$ cat src/rtl/msg_scheduler.sv
// SHA-256 message schedule generator.
//
// Takes one 512-bit block as 16 32-bit words on a valid/ready stream. It emits
// W[0..15] as they are loaded, then expands the block and emits W[16..ROUNDS-1].
// Each word carries its round index. The downstream compressor only applies
// backpressure; this block owns the 16-word sliding window.
//
// Optional feature: define MSG_SCHED_BYTESWAP_EN to byte-reverse every accepted
// msg_word before it is used, so little-endian host words can be fed directly.
//
// Parameter:
//   ROUNDS     number of W words emitted per block (17..64)
//
// Ports:
//   clk        clock, rising edge
//   rst_n      asynchronous active-low reset
//   start      one-cycle pulse that begins a block (sampled only in idle)
//   msg_word   incoming message word
//   msg_valid  msg_word is valid
//   msg_ready  scheduler accepts msg_word this cycle
//   w          current schedule word W[t] (registered)
//   w_round    round index t of the word on w (registered)
//   w_valid    w / w_round are valid
//   w_ready    downstream consumes w this cycle
//   busy       block in progress (load or expand, through the done cycle)
//   done       one-cycle pulse after W[ROUNDS-1] is consumed
module msg_scheduler #(
  parameter int unsigned ROUNDS = 64
) (
  input  logic        clk,
  input  logic        rst_n,
  input  logic        start,
  input  logic [31:0] msg_word,
  input  logic        msg_valid,
  output logic        msg_ready,
  output logic [31:0] w,
  output logic [5:0]  w_round,
  output logic        w_valid,
  input  logic        w_ready,
  output logic        busy,
  output logic        done
);

  typedef enum logic [1:0] {StIdle, StLoad, StExpand} state_e;

  localparam logic [6:0] RoundsCnt = 7'(ROUNDS);

  state_e      state_q, state_d;
  logic [6:0]  cnt_q, cnt_d;
  logic [31:0] w_q, w_d;
  logic [5:0]  round_q, round_d;
  logic        w_valid_q, w_valid_d;
  logic        done_q, done_d;

  // win_q[15] is the newest word, win_q[0] the oldest (W[t-16] while expanding).
  logic [31:0] win_q [16];
  logic        push;
  logic [31:0] push_word;

  logic        out_free;
  logic [31:0] msg_in;
  logic [31:0] expand_word;

  function automatic logic [31:0] rotr(input logic [31:0] x, input int unsigned n);
    return (x >> n) | (x << (32 - n));
  endfunction

  function automatic logic [31:0] sigma0(input logic [31:0] x);
    return rotr(x, 7) ^ rotr(x, 18) ^ (x >> 3);
  endfunction

  function automatic logic [31:0] sigma1(input logic [31:0] x);
    return rotr(x, 17) ^ rotr(x, 19) ^ (x >> 10);
  endfunction

`ifdef MSG_SCHED_BYTESWAP_EN
  assign msg_in = {msg_word[7:0], msg_word[15:8], msg_word[23:16], msg_word[31:24]};
`else
  assign msg_in = msg_word;
`endif

  // Output register may take a new word when empty or being consumed this cycle.
  assign out_free = !w_valid_q || w_ready;

  // Taps relative to the word being generated: t-2, t-7, t-15, t-16.
  assign expand_word = sigma1(win_q[14]) + win_q[9] + sigma0(win_q[1]) + win_q[0];

  always_comb begin
    state_d   = state_q;
    cnt_d     = cnt_q;
    w_d       = w_q;
    round_d   = round_q;
    w_valid_d = w_valid_q;
    done_d    = 1'b0;
    push      = 1'b0;
    push_word = msg_in;
    msg_ready = 1'b0;

    unique case (state_q)
      StIdle: begin
        if (start) begin
          state_d = StLoad;
          cnt_d   = 7'd0;
        end
      end

      StLoad: begin
        msg_ready = out_free;
        if (msg_valid && out_free) begin
          push      = 1'b1;
          push_word = msg_in;
          w_d       = msg_in;
          round_d   = cnt_q[5:0];
          w_valid_d = 1'b1;
          cnt_d     = cnt_q + 7'd1;
          if (cnt_q == 7'd15) begin
            state_d = StExpand;
          end
        end else if (out_free) begin
          // Pending word consumed with nothing to replace it.
          w_valid_d = 1'b0;
        end
      end

      StExpand: begin
        if (cnt_q < RoundsCnt) begin
          if (out_free) begin
            push      = 1'b1;
            push_word = expand_word;
            w_d       = expand_word;
            round_d   = cnt_q[5:0];
            w_valid_d = 1'b1;
            cnt_d     = cnt_q + 7'd1;
          end
        end else if (w_valid_q && w_ready) begin
          // Last word leaves the output register: block complete.
          w_valid_d = 1'b0;
          done_d    = 1'b1;
          state_d   = StIdle;
        end
      end

      default: begin
        state_d = StIdle;
      end
    endcase
  end

  always_ff @(posedge clk or negedge rst_n) begin
    if (!rst_n) begin
      state_q   <= StIdle;
      cnt_q     <= 7'd0;
      w_q       <= 32'd0;
      round_q   <= 6'd0;
      w_valid_q <= 1'b0;
      done_q    <= 1'b0;
    end else begin
      state_q   <= state_d;
      cnt_q     <= cnt_d;
      w_q       <= w_d;
      round_q   <= round_d;
      w_valid_q <= w_valid_d;
      done_q    <= done_d;
    end
  end

  always_ff @(posedge clk or negedge rst_n) begin
    if (!rst_n) begin
      for (int i = 0; i < 16; i++) begin
        win_q[i] <= 32'd0;
      end
    end else if (push) begin
      for (int i = 0; i < 15; i++) begin
        win_q[i] <= win_q[i+1];
      end
      win_q[15] <= push_word;
    end
  end

  assign w       = w_q;
  assign w_round = round_q;
  assign w_valid = w_valid_q;
  assign done    = done_q;
  assign busy    = (state_q != StIdle) || done_q;

endmodule

$ cat config.mk
export PLATFORM = sky130hd
export DESIGN_NAME = msg_scheduler
export DESIGN_NICKNAME = d
export VERILOG_FILES = /design/src/rtl/msg_scheduler.sv
export SDC_FILE = /design/constraint.sdc
export NUM_CORES = 1
export LEC_CHECK = 0
export CORE_ASPECT_RATIO = 0.8
export CORE_MARGIN = 2
export CORE_UTILIZATION = 56
export DETAILED_ROUTE_END_ITERATION = 8
export PLACE_DENSITY = 0.77
export SYNTH_ARGS = -nofsm -noshare
export SYNTH_HDL_FRONTEND = slang
export SYNTH_SLANG_ARGS = --single-unit
$ cat constraint.sdc
create_clock -name clk -period 4.2 [get_ports clk]
set_clock_uncertainty 0.1 [all_clocks]
set_input_delay 0.42 -clock clk [delete_from_list [all_inputs] [get_ports clk]]
set_output_delay 0.42 -clock clk [all_outputs]
set_load 0.01 [all_outputs]
Word-level counts from Yosys, hierarchy flattened --
Cells that the tools add are included.
Cells by class: add/subtract/negate cells 4, bitwise logic cells 8, eq/ne operators 13, mux-type cells 36, reductions and logical operators 13, magnitude comparators 1
Operator list (number):
- 2-to-1 mux 32 bit | 6
- adder 32 bit | 3
- case mux 32 bit (2 select lines) | 1
- bitwise XOR 32 bit | 2
- OR 13 x 32 -> 32 bit | 1
- OR 14 x 32 -> 32 bit | 1
- OR 15 x 32 -> 32 bit | 1
- OR 25 x 32 -> 32 bit | 1
- bitwise XOR 32 x 22 -> 32 bit | 1
- bitwise XOR 32 x 29 -> 32 bit | 1
- 2-to-1 mux 7 bit | 4
- case mux 7 bit (3 select lines) | 1
- 2-to-1 mux 6 bit | 3
- != test 2 bit, second input constant | 7
- 2-to-1 mux 1 bit | 12
- case mux 6 bit (2 select lines) | 1
- 2-to-1 mux 2 bit | 5
- AND reduction 5 bit | 2
- != test 3 bit, second input constant | 3
- AND reduction 4 bit | 2
- adder 7 x 1 -> 7 bit, second input constant | 1
- equality test 7 x 4 -> 1 bit, second input constant | 1
- < comparator 7 bit, second input constant | 1
- case mux 2 bit (3 select lines) | 1
- 9 further kinds | 13
Word-level totals: input bits 37, word-level logic and storage cells 97, output and inout bits 42, bits in registers 561

Longest topological paths before layout --
depth after elaboration 9, gate-level depth with buffers 19, gate-level depth less buffers 18

Worst setup path after synthesis --
Ideal clock, no wire load.
kind reg-to-reg, start register win_q[50] in the netlist's numbering, end register w_q[29] (netlist: w[29]), buffers on the path 1, required time 3.976 ns, arrival 3.785 ns, cell stages (with the launch flop) 19, path slack 0.191 ns, library setup time 0.124 ns, period minus slack after synthesis 4.009 ns, cell sequence dfrtp_1 -> clkbuf_1 -> xor2_1 -> xnor2_1 -> fa_1 -> fa_1 -> inv_1 -> ha_1 -> inv_1 -> fa_1 -> nor2b_1 -> o211ai_1 -> a21oi_1 -> o21ai_1 -> a21oi_1 -> a31oi_2 -> o21ai_2 -> mux2i_1 -> a211o_1
On the way: longest elaborated chain between the ends 9
Ends and longest elaborated chain:
- from (decl) | line 56 | logic [31:0] win_q [16];
- from (signal, indexed assignment) | line 174 | win_q[i] <= win_q[i+1];
- OR 15 x 32 -> 32 bit | line 65 | return (x >> n) | (x << (32 - n));
- bitwise XOR 32 bit | line 73 | return rotr(x, 17) ^ rotr(x, 19) ^ (x >> 10);
- bitwise XOR 32 x 22 -> 32 bit (*) | line 73
- adder 32 bit (*) (3 in a row) | line 86 | assign expand_word = sigma1(win_q[14]) + win_q[9] + sigma0(win_q[1]) + win_q[0];
- 2-to-1 mux 32 bit (*) | line 127 | if (out_free) begin
- 2-to-1 mux 32 bit (*) | line 126 | if (cnt_q < RoundsCnt) begin
- case mux 32 bit (2 select lines) (*) | line 99 | unique case (state_q)
- to (signal assigned) | line 160 | w_q <= w_d;
- to (decl) | line 50 | logic [31:0] w_q, w_d;
Every way passes the cells marked *; elsewhere a longest branch is shown, timed or not. The select of a mux whose other input is x is not followed. A chain may end at the register's enable or synchronous reset.

Final worst setup path --
start register win_q[52] in the netlist's numbering, end register w_q[25] (netlist: w[25])
On the way: longest elaborated chain between the ends 9, elaborated cells on any way between the ends 10, those cells by class add/sub: 3; mux: 3; bitwise: 4
Ends and longest elaborated chain (line):
- OR 13 x 32 -> 32 bit / OR 15 x 32 -> 32 bit (equally long branches) | 65
- bitwise XOR 32 bit | 73
- bitwise XOR 32 x 22 -> 32 bit (*) | 73
- adder 32 bit (*) (3 in a row) | 86
- 2-to-1 mux 32 bit (*) | 127
- 2-to-1 mux 32 bit (*) | 126
- case mux 32 bit (2 select lines) (*) | 99
Marks and branches as above.

==> impl_metrics.tcl <==
set metrics [dict create \
    io_pins 79 \
    critPathArrivalTime_ps 4680 \
    synth_flop_cell "dfrtp_1" \
    finalWorstSetupSlack_ps -86.31 \
    status "finished with violations" \
    clk_pin_slew_ps 60 \
    diodes 0 \
    crit_required_ps 4590 \
    dp_slack_ps -147.2 \
    area_growth_pct 16.51 \
    grt_pass1_vias 19311 \
    mostFrequentLayoutCells "1,372 x nand2_1, 550 x dfrtp_1, 133 x inv_1, 123 x o21ai_0, 101 x buf_4" \
    numCtsBuffers 53 \
    clockBufferDepth 3 \
    vias 19605 \
    netlist_area_um2 26040 \
    drt_iter0_drc 1747 \
    cp_max_fo 2 \
    vias_per_cell 5.351 \
    die_h_um 196.9 \
    synth_top_family_by_area "simple AND/OR/NAND/NOR gates" \
    synth_edf_count 0 \
    final_net_count 3148 \
    period_share 1.021 \
    min_period_ps 4286 \
    finalSetupViolCount 8 \
    fp.dieArea_um2 48250 \
    place.port_buffers 78 \
    synth_mux_area_frac 0.007015 \
    cts_tree "yes" \
    synth_fp_nets 3073 \
    wl_per_cell_um 17.94 \
    fillers 3607 \
    fin_area_um2 30340 \
    synth_top_area_frac 0.5391 \
    chipWidth_um 245.1 \
    antenna_found_initial 0 \
    failed_checks "negative setup slack" \
    start_kind "register" \
    yosysSeqAreaShare 0.5391 \
    final_common_cell "nand2_1" \
    dp_hpwl_um 45380 \
    synth_compound_area_frac 0.07015 \
    rows 70 \
    drc 0 \
    routed_wl_um 65730 \
    synth_fa_ha_area_frac 0.06544 \
    hp-class "in2async" \
    final_util 0.6624 \
    tightest_slew_ps 1059 \
    grt_pass1_wl_um 105000 \
    cts.htree.levels 2 \
    cap_viol_max_count 0 \
    start_util 0.5685 \
    yosys.area_share.simple 0.2215 \
    relSlewSlack 0.2943 \
    crit_path_end_kind "register" \
    clk-insertion-delay-late_ps 610 \
    yosysTopAreaCell "dfrtp_1" \
    clock-sinks 561 \
    ant_nets 0 \
    worst-setup-path-type "reg2reg" \
    hold_violations 0 \
    postPlaceCellArea_um2 27900 \
    cts_root_buf "clkbuf_16" \
    track_usage 0.2783 \
    fmax_mhz 233.3 \
    synthArstFlopShare 1.000 \
    rsz0062_at_grt "yes" \
    synth_cell_types 67 \
    synth_xor_area_frac 0.04944 \
    core_um2 45810 \
    globalplace.congestion 0.9825 \
    r2r_cells 19 \
    drive_gt1_frac 0.1026 \
    synth_area_leaders "dfrtp_1 54%, nand2_1 20%, fa_1 4.8%" \
    ys_seq_elements 561 \
    ys_warn_count 0 \
    synth_cells 2937 \
    firstDrtPassIters 5 \
    finalMaxSlewViolations 0 \
    synth_area_per_cell_um2 8.867 \
    setup_tns_ps -382.7 \
    grt_max_degree 163 \
    grt_overflow 0 \
]
==> final cells by class <==
type	count	area (um2)	share of cell area
clock buffer	77	1538	0.05068
clock inverter	18	236.5	0.007794
inverter	136	510.5	0.01683
multi-input combinational	2057	11270	0.3714
sequential	561	14050	0.4632
tap	612	765.7	0.02524
timing repair buffer	203	1971	0.06495
==> sequential cells by signal (all words and copies together) (netlist names) <==
name and flops:
w 32, done 1, w_round 6, cnt_q 7, w_valid 1, state_q 2, win_q 512
==> layer usage <==
layer	vias to the layer above	track usage	routed length (um)
met3	88	0.05678	4055
li1	9232	-	-
met5	-	0	0
met1	9770	0.4110	30440
met2	515	0.4251	29950
met4	0	0.06798	1288
==> synth_stat cells, types with 7 or more instances <==
| library cell | n |
|---|---|
| buf_2 | 10 |
| o21ai_1 | 7 |
| dfrtp_1 | 561 |
| nor2_1 | 55 |
| xnor2_1 | 92 |
| o21ai_0 | 132 |
| xor2_1 | 55 |
| ha_1 | 37 |
| nand3_1 | 18 |
| mux2i_1 | 16 |
| a31oi_1 | 15 |
| fa_1 | 62 |
| a21o_1 | 29 |
| inv_1 | 136 |
| clkbuf_1 | 168 |
| o21a_1 | 7 |
| nand2_1 | 1378 |
| a21oi_1 | 56 |
==> critical path, stage by stage (launching register included) <==
cell and delay, ps:
dfrtp_1 400, xor2_1 180, xnor2_1 170, fa_1 480, fa_1 520, inv_1 80
ha_2 190, inv_2 40, fa_2 350, nor2b_2 150, o211ai_1 160, buf_4 190
a21oi_4 150, o21ai_2 80, a21oi_2 160, buf_6 130, a31oi_4 110, xnor2_2 180
o21ai_1 80, mux2_2 270
==> through the flow <==
stage,hold slack [ps],instances
final,271.8,3664
after detailed placement,329.0,3549
after CTS,289.9,3647
after global placement,327.3,3549
after global routing,323.1,3664
after floorplan,24.41,2937
==> path summary, 6_finish.rpt <==
path	slack [ps]	end	start
max	-90	w[25]	win_q[52]
min	270	win_q[195]	rst_n
max reg2reg	-90	w[25]	win_q[52]
min reg2reg	360	win_q[479]	win_q[447]
max in group asynchronous	2360	win_q[303]	rst_n
min in group clk	310	win_q[15]	msg_word[15]
==> logic make-up (layout without fill, tap and decap cells) <==
kind of cell / Yosys count / in the layout
simple gates: 1495 / 1495
flops: 561 / 561
buf+inv: 319 / 434
compound gates: 298 / 298
xor+xnor: 147 / 147
fa+ha+maj: 99 / 99
mux: 18 / 18
==> what timing repair did <==
action	CTS	global route
setup endpoints to repair	20	39
gates cloned	0	0
buffers inserted	2	18
pin swaps	19	47
resized for setup	27	83
hold endpoints to repair	66	0
hold buffers	1	0
Power is left out: the tool's default activity adds up to more than one toggle a clock period on the data nets, which glitch-free logic cannot reach.
